--- config.mk ---
export PLATFORM = sky130hd
export DESIGN_NAME = frame_rr_scheduler
export DESIGN_NICKNAME = d
export VERILOG_FILES = /design/src/rtl/frame_rr_scheduler_pkg.sv /design/src/rtl/frame_rr_scheduler_rr_pick.sv /design/src/rtl/frame_rr_scheduler.sv
export SDC_FILE = /design/constraint.sdc
export NUM_CORES = 1
export LEC_CHECK = 0
export CORE_MARGIN = 3
export CORE_UTILIZATION = 29
export DETAILED_ROUTE_END_ITERATION = 16
export HOLD_SLACK_MARGIN = 0.03
export PLACE_DENSITY = 0.89
export SLEW_MARGIN = 20
export SYNTH_ARGS = -nofsm -noshare
export SYNTH_HDL_FRONTEND = slang
export SYNTH_SLANG_ARGS = --single-unit
--- constraint.sdc ---
create_clock -name clk_i -period 2.28 [get_ports clk_i]
set_input_delay 0.342 -clock clk_i [delete_from_list [all_inputs] [get_ports clk_i]]
set_output_delay 0.342 -clock clk_i [all_outputs]
set_load 0.02 [all_outputs]
--- src/rtl/frame_rr_scheduler_pkg.sv ---
// Shared types and helpers for the per-frame round-robin egress scheduler.
package frame_sched_pkg;

  typedef enum logic {
    S_IDLE = 1'b0,
    S_XFER = 1'b1
  } state_t;

  // Index width for a port count; never collapses to zero bits.
  function automatic int idx_width(input int n);
    return (n > 1) ? $clog2(n) : 1;
  endfunction

endpackage

--- src/rtl/frame_rr_scheduler_rr_pick.sv ---
// Rotating-priority encoder: first requester after last_grant_i, wrapping.
module rr_pick
  import frame_sched_pkg::*;
#(
  parameter int P_NUM_PORTS = 4,
  parameter int P_IW        = idx_width(P_NUM_PORTS)
) (
  input  logic [P_NUM_PORTS-1:0] req_i,
  input  logic [P_IW-1:0]        last_grant_i,
  output logic [P_IW-1:0]        grant_o,
  output logic                   found_o
);

  always_comb begin
    grant_o = last_grant_i;
    found_o = 1'b0;
    for (int i = 1; i <= P_NUM_PORTS; i++) begin
      if (!found_o && req_i[(int'(last_grant_i) + i) % P_NUM_PORTS]) begin
        grant_o = P_IW'((int'(last_grant_i) + i) % P_NUM_PORTS);
        found_o = 1'b1;
      end
    end
  end

endmodule

--- src/rtl/frame_rr_scheduler.sv ---
// Shares one egress datapath among FWFT ingress FIFOs, one frame per grant,
// with a beat watchdog that truncates frames lacking an end-of-frame marker.
//
// state  | meaning
// S_IDLE | no frame in flight; arbitrate among non-empty FIFOs
// S_XFER | draining one frame from the granted FIFO until EOF or beat limit
module frame_rr_scheduler
  import frame_sched_pkg::*;
#(
  parameter int P_NUM_PORTS  = 4,
  parameter int P_DATA_WIDTH = 32,
  parameter int P_MAX_BEATS  = 512
) (
  input  logic                                clk_i,
  input  logic                                rstn_i,
  input  logic [P_NUM_PORTS-1:0]              fifo_empty_i,
  input  logic [P_NUM_PORTS*P_DATA_WIDTH-1:0] fifo_data_i,
  input  logic [P_NUM_PORTS-1:0]              fifo_eof_i,
  output logic [P_NUM_PORTS-1:0]              fifo_rd_o,
  output logic [P_DATA_WIDTH-1:0]             data_o,
  output logic                                valid_o,
  output logic                                last_o,
  input  logic                                ready_i,
  output logic [$clog2(P_NUM_PORTS)-1:0]      grant_o,
  output logic                                busy_o,
  output logic                                trunc_o
);

  localparam int IW = idx_width(P_NUM_PORTS);
  localparam int BW = $clog2(P_MAX_BEATS + 1);
  localparam logic [BW-1:0] LAST_BEAT = BW'(P_MAX_BEATS - 1);

  state_t          state_q, state_d;
  logic [IW-1:0]   grant_q, grant_d;
  logic [IW-1:0]   last_grant_q, last_grant_d;
  logic [BW-1:0]   beat_cnt_q, beat_cnt_d;
  logic            trunc_q, trunc_d;
  logic [IW-1:0]   pick_idx;
  logic            pick_found;
  logic            beat;
  logic            at_limit;

  rr_pick #(
    .P_NUM_PORTS (P_NUM_PORTS),
    .P_IW        (IW)
  ) u_rr_pick (
    .req_i        (~fifo_empty_i),
    .last_grant_i (last_grant_q),
    .grant_o      (pick_idx),
    .found_o      (pick_found)
  );

  always_ff @(posedge clk_i or negedge rstn_i) begin
    if (!rstn_i) begin
      state_q      <= S_IDLE;
      grant_q      <= '0;
      last_grant_q <= IW'(P_NUM_PORTS - 1);
      beat_cnt_q   <= '0;
      trunc_q      <= 1'b0;
    end else begin
      state_q      <= state_d;
      grant_q      <= grant_d;
      last_grant_q <= last_grant_d;
      beat_cnt_q   <= beat_cnt_d;
      trunc_q      <= trunc_d;
    end
  end

  always_comb begin
    state_d      = state_q;
    grant_d      = grant_q;
    last_grant_d = last_grant_q;
    beat_cnt_d   = beat_cnt_q;
    trunc_d      = 1'b0;
    valid_o      = 1'b0;
    last_o       = 1'b0;
    fifo_rd_o    = '0;
    beat         = 1'b0;
    at_limit     = 1'b0;
    case (state_q)
      S_IDLE: begin
        if (pick_found) begin
          grant_d    = pick_idx;
          beat_cnt_d = '0;
          state_d    = S_XFER;
        end
      end
      S_XFER: begin
        valid_o            = ~fifo_empty_i[grant_q];
        at_limit           = (beat_cnt_q == LAST_BEAT);
        last_o             = valid_o & (fifo_eof_i[grant_q] | at_limit);
        beat               = valid_o & ready_i;
        fifo_rd_o[grant_q] = beat;
        if (beat) begin
          beat_cnt_d = beat_cnt_q + 1'b1;
          if (last_o) begin
            last_grant_d = grant_q;
            state_d      = S_IDLE;
            // A limit-forced last word without EOF means the frame was cut.
            trunc_d      = ~fifo_eof_i[grant_q];
          end
        end
      end
      default: state_d = S_IDLE;
    endcase
  end

  assign data_o  = fifo_data_i[int'(grant_q)*P_DATA_WIDTH +: P_DATA_WIDTH];
  assign grant_o = grant_q;
  assign busy_o  = (state_q == S_XFER);
  assign trunc_o = trunc_q;

endmodule

# Word-level counts from Yosys, hierarchy flattened
# Index checks and enable logic that the tools add are counted.
[word_totals]
memories = 0
word_cells = 85
ram_bits = 0
rom_bits = 0
latchBits = 0
reg_bits = 16
output_inout_bits = 42
[op_classes]
n_addsub = 5
n_bitwise = 12
mux = 39
multipliers = 0
n_reduce_logical = 14
n_lt_le_gt_ge = 6
n_div = 0
n_eq_ne = 3
shifts = 1
[ops]
columns = ["operator", "n"]
rows = [
  ["$shiftx A128 B8 Y32", 1],
  ["$mux W1", 23],
  ["$mux W10", 2],
  ["$pmux W10 S2", 1],
  ["$lt A3 B4 Y1 const B", 4],
  ["$bmux W1 S2", 6],
  ["$add A10 B1 Y10 const B", 1],
  ["$eq A10 B9 Y1 const B", 1],
  ["$mux W2", 4],
  ["$reduce_or A2 Y1", 4],
  ["$add A2 B1 Y2 const B", 2],
  ["$add A2 B2 Y2 const B", 2],
  ["$and A1 B1 Y1 const A", 4],
  ["$and A4 B4 Y4", 1],
  ["$logic_and A1 B1 Y1", 4],
  ["$mux W4", 1],
  ["$not A4 Y4", 1],
  ["$reduce_and A2 Y1", 2],
  ["$logic_not A1 Y1", 3],
  ["$lt A2 B3 Y1 const B", 1],
  ["$not A1 Y1", 3],
  ["$reduce_and A3 Y1", 1],
  ["$and A1 B1 Y1", 2],
  ["$demux W1 S2", 1],
  ["5 further kinds", 5],
]

# Depth between registers and ports, before layout
[logic_depth]
depth_word = 18
ltp_mapped = 6
mapped_depth_nobuf = 5

# By module
# From an unflattened synthesis, not the netlist that was laid out.
[hier_totals]
cells_unflattened = 156
hier_area_um2 = 1829.3
[modules_own_cells]
columns = ["mod", "n_inst", "cells_per_inst", "area_per_inst_um2", "seq_area_each_um2"]
rows = [
  ["frame_rr_scheduler", 1, 142, 1746.7, 402.9],
  ["rr_pick", 1, 14, 82.6, 0.0],
]

# Worst setup path after synthesis
# OpenSTA, ideal clock, no wires.
[synth_timing]
path_type = "register to output"
startpoint = "reg grant_q[1] (netlist: grant_o[1])"
endpoint = "out fifo_rd_o[2]"
stages_incl_launch_ff = 6
setup_slack_ns = -0.106
t_required_ns = 1.938
arrival_ns = 2.044
cell_sequence = "dfrtp_1 > mux2_2 > o22a_2 > clkinv_1 > nand2_1 > nor3b_1"
[synth_via]
elab_chain_len = 6
elab_cells_between_ends = 11
cone_classes = "order compare: 2; mux: 5; bitwise: 3; reduce/logical: 1"
[synth_lines]
columns = ["item", "line_no", "text"]
rows = [
  ["start, declared", "frame_rr_scheduler.sv:34", "logic [IW-1:0] grant_q, grant_d;"],
  ["start signal, assigned", "frame_rr_scheduler.sv:62", "grant_q <= grant_d;"],
  ["$lt A2 B3 Y1 (not written as such), or another cell as far along", "frame_rr_scheduler.sv:93", "fifo_rd_o[grant_q] = beat;"],
  ["$logic_and A1 B1 Y1 (not written as such) / $mux W1 (equally long branches)", "frame_rr_scheduler.sv:93, frame_rr_scheduler.sv:89", ""],
  ["$mux W1 (not written as such) / $not A1 Y1 (equally long branches)", "frame_rr_scheduler.sv:93, frame_rr_scheduler.sv:89", ""],
  ["$demux W1 S2 / $and A1 B1 Y1 (equally long branches)", "frame_rr_scheduler.sv:93, frame_rr_scheduler.sv:92", ""],
  ["$and A4 B4 Y4 (no line) *", "-", ""],
  ["$mux W4 *", "frame_rr_scheduler.sv:80", "case (state_q)"],
  ["end, declared", "frame_rr_scheduler.sv:19", "output logic [P_NUM_PORTS-1:0] fifo_rd_o,"],
]
# Every way passes the cells marked *; elsewhere a longest branch is shown, timed or not. The select of a mux whose other input is x is not followed.

# Worst setup path in the final report
[layout_timing]
startpoint = "in fifo_empty_i[0]"
endpoint = "out valid_o"
[layout_via]
elab_chain_len = 4
[layout_lines]
columns = ["item", "line_no", "text"]
rows = [
  ["start, declared", "frame_rr_scheduler.sv:16", "input logic [P_NUM_PORTS-1:0] fifo_empty_i,"],
  ["$bmux W1 S2", "frame_rr_scheduler.sv:89", "valid_o = ~fifo_empty_i[grant_q];"],
  ["$mux W1 (not written as such)", "frame_rr_scheduler.sv:89", ""],
  ["$not A1 Y1", "frame_rr_scheduler.sv:89", ""],
  ["$mux W1", "frame_rr_scheduler.sv:80", ""],
  ["end, declared", "frame_rr_scheduler.sv:21", "output logic valid_o,"],
]
# No other way between the ends. The select of a mux whose other input is x is not followed.

==> out/metrics.cfg <==
[sta]
fmax_mhz = 452.8
fin_skew_ns = 0.002380
period_minus_slack_ns = 2.209
hold_viol = 0
tightestPinTransition_ns = 0.7374
finalCritPeriodShare_pct = 96.87
setup_viol = 0
drv_slew = 0
relSlewSlack_pct = 50.69

[grt]
met3_usage_pct = 6.349
grt_pass1_wl_um = 12330
grt_use_total_pct = 22.89
grt_use_met2_pct = 41.47
grt_max_degree = 26
grtUsageMet1_pct = 25.60
grt_remaining_overflow = 0
antenna_found_initial = 1
busiest_layer = met2
grt_pass1_vias = 2185

[setup_path]
crit_chain = clkdlybuf4s50_1 -> mux2_4 -> o22a_2 -> clkinv_1 -> buf_4 -> dlygate4sd2_1
crit_family = buffers and inverters
rrSetupSlack_ns = 0.35
reg2reg_from = grant_o[1]
slowest_stage = clkdlybuf4s50_1
cp.arrival_ns = 1.87
start_kind = input port
path_class = in2out
crit_path_end_kind = primary output
cpPeakStageDelay_ns = 0.43
worstPathMaxFanout = 7
cp.required_ns = 1.94
setup.worst_path.start = fifo_empty_i[0]
cp.buffers_inverters = 4

[routing]
via_per_inst = 5.141
drc_errors = 0
via_count = 2046
postRouteAntennaNets = 0
wl_um = 8015
drt_pass1_iterations = 4
post_drt_wl_per_cell_um = 20.14
drtIter0Drc = 57

[layout]
instances_no_fill = 398
drive_above_1_share_pct = 22.46
area_delta_synth_final_pct = 116.4
fill_cells = 495
fin_nets = 466

[clock_network]
htree_num_levels = 1
clkLatencyLatePin_ns = 0.26
cts_inserted_buffers = 3
clockBufferDepth = 2
postCtsSetupBuffers = 0
cts_tree = built
cts_root_buffer = clkbuf_8
cts.sinks = 16
clk_pin_slew_ns = 0.06

[floorplan]
die_w_um = 82.88
row_count = 27
dieArea_um2 = 6869
io_pins = 181
die-height_um = 82.88
core_um2 = 5608
start_util_pct = 30.57

[power]
peakVddDrop_uv = 684.0
power_leakage_nw = 1.520
power_frac_comb_pct = 78.8
p_clk_share_pct = 7.4
totalPowerFinal_mw = 3.449
power_density_nw_per_um2 = 929.7
swShare_pct = 44.08
power.switching_mw = 1.520
seqPwrFrac_pct = 13.8
intPower_mw = 1.929

[logic_synthesis]
syn_avg_cell_area_um2 = 12.42
synthesis.area_um2 = 1714
syn_inst = 138
yosysWarnings = 0
ys_seq_area_share_pct = 23.50
syn_nets = 278
ys_types = 31
ys_ff_latch = 16

[placed_design]
gp_congestion = 0.9552
port_buffers = 180
dp_cells = 393
post-dp-hpwl_um = 6885

[job]
cap_viol_max_count = 0

[outcome]
status = completed

[hold_path]
min_from = beat_cnt_q[0]
hold_path_class = reg2reg

-- cells in the final DEF, fill, tap and decap left out, drive strengths merged, types with 6 or more instances in the layout --
cell type      instances
mux2i                  6
nand4                  6
buf                   18
clkdlybuf4s50        142
dlygate4sd2           33
mux4                  33
nand2                 13
dfrtp                 14
nand2b                 6
clkbuf                 6
-- per-layer routing --
metal | vias up | share of wire [%] | wire, um
met3 | 20 | 8.0 | 641
li1 | 945 | - | -
met2 | 108 | 54 | 4329
met4 | 0 | 2.9 | 232
met1 | 973 | 35 | 2812
met5 | - | 0 | 0
-- layout make-up --
class | instances | area, um2 | area share (%)
clock buffers | 4 | 55.05 | 1.484
multi-input cells | 107 | 1275 | 34.37
repair buffers | 195 | 1871 | 50.42
diodes | 1 | 2.502 | 0.06745
well taps | 72 | 90.09 | 2.428
inverters | 3 | 11.26 | 0.3035
flip-flops and latches | 16 | 405.4 | 10.93
-- Yosys cell counts, drive strengths merged --
| master | count | area, um2 |
|---|---|---|
| nor3b | 2 | 15.01 |
| inv | 2 | 7.510 |
| nand2 | 13 | 48.80 |
| nor2 | 5 | 18.77 |
| a41oi | 1 | 8.760 |
| o22a | 1 | 10.01 |
| mux4 | 33 | 743.2 |
| and3 | 5 | 31.28 |
| a221oi | 1 | 8.760 |
| ha | 1 | 12.51 |
| mux2i | 6 | 60.06 |
| dfstp | 2 | 52.55 |
| and2 | 1 | 6.260 |
| buf | 4 | 20.02 |
| clkinv | 1 | 3.750 |
| clkbuf | 8 | 30.03 |
| nand3 | 4 | 20.02 |
| o21ai | 4 | 20.02 |
| nand2b | 6 | 37.54 |
| or3 | 2 | 17.52 |
| nor3 | 1 | 5.000 |
| o31ai | 4 | 30.03 |
| o311ai | 3 | 26.28 |
| nand4 | 6 | 37.54 |
| dfrtp | 14 | 350.3 |
| o21a | 1 | 7.510 |
| and4 | 1 | 8.760 |
| mux2 | 5 | 67.56 |
| and3b | 1 | 8.760 |
-- stage by stage --
stage,setup TNS [ns],area [um2],worst slack [ns],util (%),hold WS [ns]
final,0,3710,0.07131,66.15,0.5041
after global routing,-0.01125,3710,-0.01125,66.15,0.5375
after CTS,0,3704,0.01384,66.04,0.4982
after detailed placement,-1.790,3699,-0.3876,65.95,0.4883
after global placement,-1.532,3699,-0.3450,65.95,0.4866
after floorplan,0,1729,0.04780,-,0.04641
-- cell families (layout without fill, tap and decap cells) --
kind of cell	Yosys count	count (layout)	share of synthesized area [%]
AND/OR/NAND/NOR	47	47	14.89
multiplexers	44	44	50.80
flip-flops	16	16	23.50
AO/OA/AOI/OAI	15	15	6.497
buffers and inverters	15	202	3.577
adder cells (fa/ha/maj)	1	1	0.7298
other	0	1	0
-- sequential cells by signal (all words and copies together) (netlist names) --
signal	flops
last_grant_q	2
grant_o	2
beat_cnt_q	10
trunc_o	1
busy_o	1
-- worst reg2reg max path, delay by kind of cell, from the launching register on --
kind / cells / cell delay (ns)
AOI/OAI and AO/OA: 1 / 0.26
buffers and inverters: 1 / 0.16
DFF: 1 / 0.43
muxes: 2 / 0.61
and+or+nand+nor: 1 / 0.40
-- worst paths after layout --
kind | cells past startpoint | to
min reg2reg | 1 | beat_cnt_q[0]
max reg2reg | 5 | last_grant_q[0]
min | 1 | beat_cnt_q[0]
max | 6 | valid_o
max in group asynchronous | 1 | grant_o[1]
min in group asynchronous | 1 | beat_cnt_q[5]
-- repair_timing --
| action | CTS | global route |
|---|---|---|
| gates cloned | 0 | 0 |
| resized for setup | 50 | 6 |
| endpoints found under the setup margin | 38 | 4 |
| pin swaps | 0 | 0 |
| hold buffers | 0 | 0 |
-- power groups by stage --
| stage | clock [mW] | sequential [mW] | combinational (mW) |
|---|---|---|---|
| after floorplan | 0 | 0.475 | 1.66 |
| after global placement | 0 | 0.471 | 2.95 |
| after detailed placement | 0 | 0.476 | 2.99 |
| after CTS | 0.266 | 0.474 | 2.74 |
| after global routing | 0.280 | 0.491 | 2.90 |
| final | 0.256 | 0.475 | 2.72 |
No activity file was read; power rests on OpenSTA's default activity.
